## src/rtl/mem_bus_arbiter.sv

```systemverilog
// mem_bus_arbiter: shares the single main-memory block port between the icache
// and dcache, one block transfer at a time, round-robin on contention.
//
// state   | meaning
// IDLE    | no transfer in flight; arbitrate between pending requests
// GRANT_I | icache transfer issued to memory, waiting for it to finish
// GRANT_D | dcache transfer issued to memory, waiting for it to finish
// DONE_I  | icache transfer finished; I_BUSYWAIT released for one cycle
// DONE_D  | dcache transfer finished; D_BUSYWAIT released for one cycle
module mem_bus_arbiter #(
  parameter int ADDR_W = 6,
  parameter int DATA_W = 32
) (
  input  logic              CLK,
  input  logic              RESET,
  input  logic              I_READ,
  input  logic [ADDR_W-1:0] I_ADDRESS,
  output logic [DATA_W-1:0] I_READDATA,
  output logic              I_BUSYWAIT,
  input  logic              D_READ,
  input  logic              D_WRITE,
  input  logic [ADDR_W-1:0] D_ADDRESS,
  input  logic [DATA_W-1:0] D_WRITEDATA,
  output logic [DATA_W-1:0] D_READDATA,
  output logic              D_BUSYWAIT,
  output logic              MEM_READ,
  output logic              MEM_WRITE,
  output logic [ADDR_W-1:0] MEM_ADDRESS,
  output logic [DATA_W-1:0] MEM_WRITEDATA,
  input  logic [DATA_W-1:0] MEM_READDATA,
  input  logic              MEM_BUSYWAIT
);

  typedef enum logic [2:0] {IDLE, GRANT_I, GRANT_D, DONE_I, DONE_D} state_t;

  state_t            state_q, state_d;
  logic              last_d_q, last_d_d;   // 1: dcache was served last
  logic              started_q, started_d;
  logic              mem_read_q, mem_read_d;
  logic              mem_write_q, mem_write_d;
  logic [ADDR_W-1:0] mem_address_q, mem_address_d;
  logic [DATA_W-1:0] mem_writedata_q, mem_writedata_d;
  logic [DATA_W-1:0] i_readdata_q, i_readdata_d;
  logic [DATA_W-1:0] d_readdata_q, d_readdata_d;

  logic i_req, d_req, grant_d;

  assign i_req   = I_READ;
  assign d_req   = D_READ | D_WRITE;
  assign grant_d = d_req & (~i_req | ~last_d_q);

  always_comb begin
    state_d         = state_q;
    last_d_d        = last_d_q;
    started_d       = started_q;
    mem_read_d      = mem_read_q;
    mem_write_d     = mem_write_q;
    mem_address_d   = mem_address_q;
    mem_writedata_d = mem_writedata_q;
    i_readdata_d    = i_readdata_q;
    d_readdata_d    = d_readdata_q;
    unique case (state_q)
      IDLE: begin
        if (grant_d) begin
          state_d         = GRANT_D;
          mem_read_d      = ~D_WRITE;
          mem_write_d     = D_WRITE;
          mem_address_d   = D_ADDRESS;
          mem_writedata_d = D_WRITEDATA;
          started_d       = 1'b0;
        end else if (i_req) begin
          state_d       = GRANT_I;
          mem_read_d    = 1'b1;
          mem_write_d   = 1'b0;
          mem_address_d = I_ADDRESS;
          started_d     = 1'b0;
        end
      end
      GRANT_I, GRANT_D: begin
        // Completion needs busywait seen high first, then low.
        if (MEM_BUSYWAIT) begin
          started_d = 1'b1;
        end else if (started_q) begin
          mem_read_d  = 1'b0;
          mem_write_d = 1'b0;
          last_d_d    = (state_q == GRANT_D);
          if (state_q == GRANT_D) begin
            if (mem_read_q) d_readdata_d = MEM_READDATA;
            state_d = d_req ? DONE_D : IDLE;
          end else begin
            if (mem_read_q) i_readdata_d = MEM_READDATA;
            state_d = i_req ? DONE_I : IDLE;
          end
        end
      end
      default: state_d = IDLE;
    endcase
  end

  always_ff @(posedge CLK) begin
    if (RESET) begin
      state_q         <= IDLE;
      last_d_q        <= 1'b0;
      started_q       <= 1'b0;
      mem_read_q      <= 1'b0;
      mem_write_q     <= 1'b0;
      mem_address_q   <= '0;
      mem_writedata_q <= '0;
      i_readdata_q    <= '0;
      d_readdata_q    <= '0;
    end else begin
      state_q         <= state_d;
      last_d_q        <= last_d_d;
      started_q       <= started_d;
      mem_read_q      <= mem_read_d;
      mem_write_q     <= mem_write_d;
      mem_address_q   <= mem_address_d;
      mem_writedata_q <= mem_writedata_d;
      i_readdata_q    <= i_readdata_d;
      d_readdata_q    <= d_readdata_d;
    end
  end

  assign I_BUSYWAIT    = i_req & (state_q != DONE_I);
  assign D_BUSYWAIT    = d_req & (state_q != DONE_D);
  assign I_READDATA    = i_readdata_q;
  assign D_READDATA    = d_readdata_q;
  assign MEM_READ      = mem_read_q;
  assign MEM_WRITE     = mem_write_q;
  assign MEM_ADDRESS   = mem_address_q;
  assign MEM_WRITEDATA = mem_writedata_q;

endmodule

```

## config.mk

```make
export PLATFORM = sky130hd
export DESIGN_NAME = mem_bus_arbiter
export DESIGN_NICKNAME = d
export VERILOG_FILES = /design/src/rtl/mem_bus_arbiter.sv
export SDC_FILE = /design/constraint.sdc
export NUM_CORES = 1
export LEC_CHECK = 0
export CAP_MARGIN = 10
export CELL_PAD_IN_SITES_DETAIL_PLACEMENT = 1
export CELL_PAD_IN_SITES_GLOBAL_PLACEMENT = 2
export CORE_MARGIN = 2
export CORE_UTILIZATION = 35
export CTS_BUF_LIST = sky130_fd_sc_hd__clkbuf_8
export CTS_CLUSTER_DIAMETER = 100
export CTS_CLUSTER_SIZE = 25
export DETAILED_ROUTE_END_ITERATION = 6
export DONT_BUFFER_PORTS = 1
export GPL_TIMING_DRIVEN = 0
export PLACE_DENSITY_LB_ADDON = 0.1
export SLEW_MARGIN = 10
export SYNTH_ARGS = -nofsm -noshare
export SYNTH_HDL_FRONTEND = slang
export SYNTH_SLANG_ARGS = --single-unit
```

## constraint.sdc

```tcl
create_clock -name CLK -period 1.9 [get_ports CLK]
set_input_delay 0.285 -clock CLK [delete_from_list [all_inputs] [get_ports CLK]]
set_output_delay 0.285 -clock CLK [all_outputs]
set_load 0.03 [all_outputs]
```

=== Yosys cells after proc, flatten, opt, wreduce, memory -nomap -nowiden ===
Cells that the tools add are included.

* Register bits: 109
* Word-level logic and storage cells: 60

* Equality and inequality tests: 8
* Multiplexer cells: 21
* Bitwise operators: 10
* Reduce and logical (&&, ||, !) cells: 12

{| class="wikitable"
|+ Operators with widths
! cell !! number
|-
| 3-bit two-way mux || 6
|-
| 6-bit two-way mux || 2
|-
| 5-bit AND reduction || 2
|-
| 3-bit AND reduction || 3
|-
| 1-bit two-way mux || 8
|-
| 2-bit != test, second input constant || 3
|-
| 3-bit != test, second input constant || 2
|-
| 1-bit case mux with 2 select lines || 3
|-
| 3-bit case mux with 2 select lines || 1
|-
| 1-bit NOT || 5
|-
| 2-bit AND reduction || 2
|-
| 4-bit AND reduction || 1
|-
| 2-bit nonzero test || 2
|-
| 1-bit bitwise AND || 3
|-
| 3-bit by 1-bit equality test with 1-bit output, second input constant || 1
|-
| 3-bit by 2-bit equality test with 1-bit output, second input constant || 1
|-
| 3-bit logical NOT || 1
|-
| 3-bit by 2-bit != test with 1-bit output, second input constant || 1
|-
| 2-bit two-way mux || 1
|-
| 1-bit bitwise OR || 2
|-
| 2-bit OR reduction || 1
|}

=== Depth between registers and ports, before layout ===
Gate-level depths: netlist of run 1.

* Depth after elaboration: 6
* Mapped depth: 6

=== Least setup slack after synthesis of run 1 ===
Ideal clock, no wire load.

* Path kind: register to output
* Start point: register state_q[0]
* End point: output D_BUSYWAIT
* Data arrival time: 1211 ps
* Required time: 1615 ps
* Slack: 404 ps
* Stages on the path, launching flop included: 4
* Path buffers: 1
* Path through: dfxtp_1 buf_2 nor2_1 a21oi_1

* Cells in the longest elaborated chain, start to end: 2

{| class="wikitable"
|+ Ends and longest elaborated chain
! what !! line !! RTL
|-
| start, declared || 36 || <nowiki>state_t state_q, state_d;</nowiki>
|-
| start signal, assigned || 112 || <nowiki>state_q <= state_d;</nowiki>
|-
| 3-bit != test || 125 || <nowiki>assign D_BUSYWAIT = d_req & (state_q != DONE_D);</nowiki>
|-
| 1-bit bitwise AND || 125 ||
|-
| end, declared || 25 || <nowiki>output logic D_BUSYWAIT,</nowiki>
|}

No other way between the ends.

=== Worst setup path in the final report of run 1 ===
Same ends and word-level chain as after synthesis.

==> key figures, run 1 <==
Detailed routing
  – Remaining antenna violation count after routing: 0
  – Number of remaining DRC errors: 0
  – Number of detailed-route iterations in the first pass: 4
  – Iteration-0 DRC count of the detailed router: around 230
  – Total Routed Length: 14600 um
  – Mean number of vias per cell: 5.68
  – Vias: 4045
  – Per-cell routed wire length: ~20 um

Worst setup path
  – R2r setup slk: about 0.20 ns
  – Critical path startpoint category: flip-flop
  – End of the worst register-to-register path: MEM_WRITEDATA[29]$_SDFFE_PP0P_
  – Startpoint of the most critical register-to-register path: state_q[2]$_SDFFE_PP0P_
  – Kind of cell adding the most delay to the critical path: simple AND/OR/NAND/NOR gates
  – Highest-delay cell along the critical path: nor2_1
  – Kind of critical path: reg2out
  – Count of buffering cells on the critical path with inverters included: 1
  – Worst path arrival time: 1.50 ns
  – CP Data Required Time: 1.62 ns
  – Worst path max stage delay: about 0.38 ns
  – Worst path cell trace: clkbuf_4 > nor2_1 > a21oi_4
  – Endpoint type of the worst setup path: primary output
  – Number of cells traversed by the worst register-to-register path: 5
  – Largest fanout on the critical path: 10

Global routing
  – First-pass GRT wire length: 22700 um
  – Remaining Overflow, GRT: 0
  – Total track usage: 21.8%
  – Maximum number of pins on one net before global-route repair: 17
  – Via count of the first global-routing pass: 4247
  – Number of antenna violations at the first check in global routing: 0

Worst hold path
  – Hold crit path type: in2reg
  – Beginning of the worst hold path: MEM_READDATA[25]
  – Number of cells traversed by the worst hold path: 2
  – Endpoint with the worst hold slack: D_READDATA[25]$_SDFFE_PP0P_

Die
  – Standard-cell row count: 40
  – Floorplan die width: 115 um
  – Overall die height: 115 um
  – Core Region: around 0.012 sq mm
  – Starting density of the core: 35.9%
  – Die footprint: 0.0133 sq mm
  – Number of top-level pins: approximately 190

Placed design
  – Estimated wirelength of the detail-placed design: 10700 um
  – Weighted congestion reported at the end of routability-driven placement: between 0.7 and 0.8
  – Number of port buffers: 0

Yosys
  – Unique cell type count in the Yosys netlist: 33
  – Mapped Avg Cell Area: 8.19 sq um
  – Synth Flop Type: dfxtp_1
  – EDFF count, synth: 0
  – Number of flip-flops and latches in the synthesized netlist: 109
  – Fraction of registers with async set or reset after synthesis: 0%
  – Post-Synthesis Cells: about 530
  – Ys Warns: 0
  – Net count after synthesis: 610
  – Proportion of netlist area held by the largest area contributor: 50.4%
  – Most frequent cell after synthesis: dfxtp_1
  – Synth cell count leaders: dfxtp_1 (109), a21oi_1 (105), nand3_1 (96)
  – Largest area contributor in the netlist: dfxtp_1
  – Top post-synthesis cells by area: dfxtp_1 (50%), a21oi_1 (12%), nand3_1 (11%)
  – Synth Cell Area: 0.00433 sq mm
  – Share of synthesized area occupied by flip-flops and latches: 50.4%

Clocking
  – CTS H-tree lvls: 3
  – Clock tree from TritonCTS: done
  – Maximum clock insertion buffer count: 2
  – Clock root buffer master: clkbuf_8
  – Clock-pin slew of the registers on the worst-case setup and hold paths: 0.10 ns
  – Source-to-sink clock delay at the later pin of the worst-skew pair: 0.38 ns
  – Num CTS Buffers: 9
  – Number of sinks driven by the clock tree: 109

Cells and area
  – Utilization after layout: between 30% and 40%
  – Diode count: 0
  – Final Net Count: 622
  – Area growth from synthesis to final layout: 9.43%
  – Share of final-layout standard cells stronger than drive strength 1: 9.74%

Power and ir drop
  – Power per cell area: approximately 1100 mW/mm^2
  – Leakage Power: between 1.5 and 2 nW
  – Total power consumption of the routed design: 5.25 mW
  – Worst vdd ir: between 0.5 and 0.6 mV

Timing
  – Number of endpoints with negative hold slack in the final report: 0
  – RSZ-0062 raised after global routing: false
  – Slew of the pin with the lowest slew margin: 0.578 ns
  – Relative slew slack: 61.5%
  – Final min period: 1.78 ns
  – Worst clock skew: 0.00809 ns
  – Final period utilization: 93.8%
  – Final Setup Violations: 0
  – Fin. max-slew vios: 0
  – Setup tns final: 0 ns
  – Maximum clock frequency: 561 MHz

Run
  – Maximum capacitance violations: 0

Run status
  – Run status: finished clean
-- report_power, final --
group	switching (mW)	total, mW	leakage (nW)	internal, mW
Clock	0.788	1.29	0.0877	0.497
Combinational	0.755	1.06	0.548	0.309
Sequential	0.442	2.90	0.887	2.46
-- routing by layer --
| metal | GRT usage [%] | wire, um | up-vias |
|---|---|---|---|
| met5 | 0 | 0 | - |
| met4 | 7.47 | 247 | 0 |
| met3 | 7.64 | 1390 | 18 |
| met2 | 37.3 | 7100 | 149 |
| met1 | 25.3 | 5850 | 1951 |
| li1 | - | - | 1927 |
-- sequential cells by signal (all words and copies together), names as in the netlist --
register / flops
D_READDATA: 32
last_d_q: 1
MEM_ADDRESS: 6
MEM_WRITEDATA: 32
MEM_WRITE: 1
MEM_READ: 1
started_q: 1
state_q: 3
I_READDATA: 32
-- worst reg2reg max path, cell delays in order, from the launching register on --
cell	delay, ns
dfxtp_1	0.34
buf_2	0.20
nor3_2	0.37
clkbuf_1	0.43
nand3_1	0.16
a21oi_1	0.15
-- worst max-delay path by stage --
stage / end / cells after the start / from
2_1_floorplan: D_BUSYWAIT / 3 / state_q[0]$_SDFFE_PP0P_
3_3_place_gp: D_READDATA[13]$_SDFFE_PP0P_ / 4 / MEM_READ$_SDFFE_PP0P_
3_5_place_dp: D_READDATA[13]$_SDFFE_PP0P_ / 5 / MEM_READ$_SDFFE_PP0P_
4_1_cts: D_BUSYWAIT / 3 / state_q[0]$_SDFFE_PP0P_
5_1_grt: I_BUSYWAIT / 3 / state_q[2]$_SDFFE_PP0P_
6_report: D_BUSYWAIT / 3 / state_q[0]$_SDFFE_PP0P_
-- cell type report --
class / instances / area (sq um)
timing repair buffer: 1 / 7.51
tap: 168 / 210
inverter: 2 / 7.51
clock inverter: 5 / 27.5
fill: 1456 / 7330
sequential: 109 / 2180
clock buffer: 10 / 138
buffer: 58 / 260
multi-input combinational: 359 / 1900
-- placed cells by master (no fill, tap or decap), drive strengths merged, types with 3 or more instances in the layout --
master	count
o21ai	103
nand3	96
nor3	3
a21oi	105
o2bb2ai	3
clkinv	4
a31oi	3
nand2	15
clkbuf	43
buf	26
nor2	4
a311oi	6
dfxtp	109
-- timing repair --
item | CTS | global route
endpoints found under the setup margin | 2 | 15
gates cloned | 0 | 0
buffers inserted | 0 | 1
resized for setup | 3 | 5
hold endpoints to repair | 0 | 0
hold buffers | 0 | 0
pin swaps | 0 | 1
-- stage by stage --
step | setup slack (ns) | hold WS [ns] | instances | cell area (sq um)
2_1_floorplan | 0.404 | 0.433 | 528 | 4330
3_3_place_gp | 0.110 | 0.434 | 696 | 4540
3_5_place_dp | 0.0942 | 0.441 | 696 | 4540
4_1_cts | 0.0207 | 0.0245 | 711 | 4720
5_1_grt | 0.00440 | 0.0188 | 712 | 4730
6_report | 0.118 | 0.0360 | 712 | 4730
-- kinds of logic after synthesis --
logic type,share of synthesized area [%]
AO/OA/AOI/OAI,27.7
XOR/XNOR,0.203
buffers and inverters,6.05
flip-flops,50.4
AND/OR/NAND/NOR,15.6
Power figures use the tool's default switching activity.
==> run 2: changes to the inputs <==
- CORE_UTILIZATION: 35 -> 32
- RECOVER_POWER: not set -> 25
- clock period: 1.9 -> 1.6 ns (I/O delays scaled with it)
==> run 2 against run 1 <==
Non-clock buffer count up 78. Die area up 9.0%. Total power up 26%. Sequential power up 19%. Via count up 6.1%. Largest cell class unchanged. Highest routed layer unchanged.
==> key figures, run 2 (synthesis gave the netlist of run 1 again) <==
Clocking
  – Num CTS Buffers: 9 (unchanged)
  – Clock tree from TritonCTS: done (unchanged)
  – CTS H-tree lvls: 3 (unchanged)
  – Clock root buffer master: clkbuf_8 (unchanged)
  – Source-to-sink clock delay at the later pin of the worst-skew pair: 0.39 ns (was 0.38 ns)
  – Number of sinks driven by the clock tree: 109 (unchanged)
  – Clock-pin slew of the registers on the worst-case setup and hold paths: 0.10 ns (about the same)
  – Maximum clock insertion buffer count: 2 (unchanged)

Global routing
  – Maximum number of pins on one net before global-route repair: 19 (was 17)
  – Total track usage: 21.4% (was 21.8%)
  – Remaining Overflow, GRT: 0 (unchanged)
  – Number of antenna violations at the first check in global routing: 0 (unchanged)
  – Via count of the first global-routing pass: 4568 (was 4247)
  – First-pass GRT wire length: 24600 um (was 22700 um)

Worst setup path
  – Source of the critical timing path: state_q[1]$_SDFFE_PP0P_ (was state_q[0]$_SDFFE_PP0P_)
  – Critical path startpoint category: flip-flop (unchanged)
  – R2r setup slk: 0.09 ns (was 0.20 ns)
  – Crit path capture: D_BUSYWAIT (unchanged)
  – Endpoint type of the worst setup path: primary output (unchanged)
  – End of the worst register-to-register path: D_READDATA[7]$_SDFFE_PP0P_ (was MEM_WRITEDATA[29]$_SDFFE_PP0P_)
  – Kind of critical path: reg2out (unchanged)
  – Largest fanout on the critical path: 10 (unchanged)
  – CP Data Required Time: 1.36 ns (was 1.62 ns)
  – Startpoint of the most critical register-to-register path: state_q[0]$_SDFFE_PP0P_ (was state_q[2]$_SDFFE_PP0P_)
  – Worst path arrival time: 1.31 ns (was 1.50 ns)
  – Number of cells traversed by the worst register-to-register path: 5 (unchanged)

Power and ir drop
  – Power per cell area: 1170 mW/mm^2 (was 1110 mW/mm^2)
  – Worst vdd ir: 0.631 mV (was 0.565 mV)
  – Leakage Power: 1.89 nW (was 1.52 nW)

Worst hold path
  – Hold crit path type: in2reg (unchanged)

Cells and area
  – Final instance area: 0.00561 sq mm (was 0.00473 sq mm)
  – Top library cells by usage in the layout, fill and taps aside: dfxtp_1 (104), a21oi_1 (104), nand3_1 (96) (was dfxtp_1 (108), a21oi_1 (104), nand3_1 (96))
  – Diode count: 0 (unchanged)
  – Final Net Count: 700 (was 622)
  – Non-filler instance count after layout: 799 (was 712)
  – Area growth from synthesis to final layout: 29.8% (was 9.43%)
  – Share of final-layout standard cells stronger than drive strength 1: 12.7% (was 9.74%)

Die
  – Floorplan die width: 120 um (was 115 um)
  – Number of top-level pins: 188 (unchanged)
  – Core Region: 0.0132 sq mm (was 0.0121 sq mm)
  – Die footprint: 0.0145 sq mm (was 0.0133 sq mm)
  – Standard-cell row count: 42 (was 40)
  – Starting density of the core: 32.7% (was 35.9%)
  – Overall die height: 120 um (was 115 um)

Placed design
  – Placed Area: 0.00455 sq mm (was 0.00454 sq mm)
  – Placed cells: 704 (was 696)
  – Number of port buffers: 0 (unchanged)
  – Estimated wirelength of the detail-placed design: 11000 um (was 10700 um)
  – Weighted congestion reported at the end of routability-driven placement: 0.769 (was 0.753)

Detailed routing
  – Total Routed Length: 15500 um (was 14600 um)
  – Vias: 4293 (was 4045)
  – Number of detailed-route iterations in the first pass: 4 (unchanged)
  – Mean number of vias per cell: 5.37 (was 5.68)
  – Iteration-0 DRC count of the detailed router: 164 (was 234)
  – Number of remaining DRC errors: 0 (unchanged)
  – Per-cell routed wire length: 19.4 um (was 20.5 um)
  – Remaining antenna violation count after routing: 0 (unchanged)

Timing
  – Worst clock skew: 0.0146 ns (was 0.00809 ns)
  – Final min period: 1.55 ns
  – Relative slew slack: 60.7% (was 61.5%)
  – RSZ-0062 raised after global routing: true (was false)
  – Final Setup Violations: 0 (unchanged)
  – Number of endpoints with negative hold slack in the final report: 0 (unchanged)
  – Slew of the pin with the lowest slew margin: 0.589 ns (was 0.578 ns)
  – Setup tns final: 0 ns (unchanged)
  – Final period utilization: a little over nine tenths
  – Maximum clock frequency: 646 MHz
  – Fin. max-slew vios: 0 (unchanged)

Run
  – Maximum capacitance violations: 0 (unchanged)

Run status
  – Run status: finished clean (unchanged)
## run 2: how the worst min path moves through the flow
stage,startpoint,end,slack (ns),depth (start not counted)
3_3_place_gp,MEM_READDATA[7],I_READDATA[7]$_SDFFE_PP0P_,0.39,2
2_1_floorplan,MEM_READDATA[0],D_READDATA[0]$_SDFFE_PP0P_,0.39,2
3_5_place_dp,MEM_READDATA[8],I_READDATA[8]$_SDFFE_PP0P_,0.40,2
6_report,D_WRITEDATA[28],MEM_WRITEDATA[28]$_SDFFE_PP0P_,0.02,2
4_1_cts,D_ADDRESS[4],MEM_ADDRESS[4]$_SDFFE_PP0P_,0.001,2
5_1_grt,D_WRITEDATA[28],MEM_WRITEDATA[28]$_SDFFE_PP0P_,0.009,2
## run 2: final cells by class
cell class / count / area, sq um
multi-input cells: 359 / 1940
flip-flops and latches: 109 / 2190
inverters: 2 / 7.51
clock buffers: 9 / 124
repair buffers: 79 / 771
well taps: 176 / 220
plain buffers: 58 / 307
clock inverters: 7 / 50.0
fillers: 1622 / 7630
## run 2: per-stage QoR
step | setup slack [ns] | utilization (%) | hold WS (ns) | total power, mW
floorplan | 0.149 | - | 0.388 | 4.34
global placement | -0.212 | 34.3 | 0.389 | 4.73
detailed placement | -0.258 | 34.3 | 0.396 | 4.78
CTS | 0.0103 | 42.0 | 0.00128 | 6.61
global route | -0.0142 | 42.4 | 0.00855 | 6.99
finish | 0.0515 | 42.4 | 0.0241 | 6.59
## run 2: critical path, cell delays in order, from the launching register on
cell     delay, ns
dfxtp_2       0.36
buf_8         0.15
nor2_2        0.26
a21oi_4       0.15
## run 2: what timing repair did
action | 4_1_cts | 5_1_grt
buffers inserted | 6 | 2
hold buffers | 71 | 0
endpoints found under the hold margin | 100 | 0
resized for setup | 27 | 37
endpoints found under the setup margin | 93 | 90
pin swaps | 3 | 2
## run 2: report_power, final
part           switching [mW]  total [mW]  internal [mW]
combinational           0.978        1.56          0.586
clock                    1.00        1.57          0.569
sequential              0.533        3.46           2.92
total                    2.51        6.59           4.08
## run 2: routing by layer
layer / vias up / part of all wire, % / global-route usage (%)
li1: 2088 / - / -
met1: 2055 / 41 / 24.6
met2: 133 / 50 / 37.6
met3: 17 / 7.7 / 6.89
met4: 0 / 1.7 / 7.19
met5: - / 0 / 0
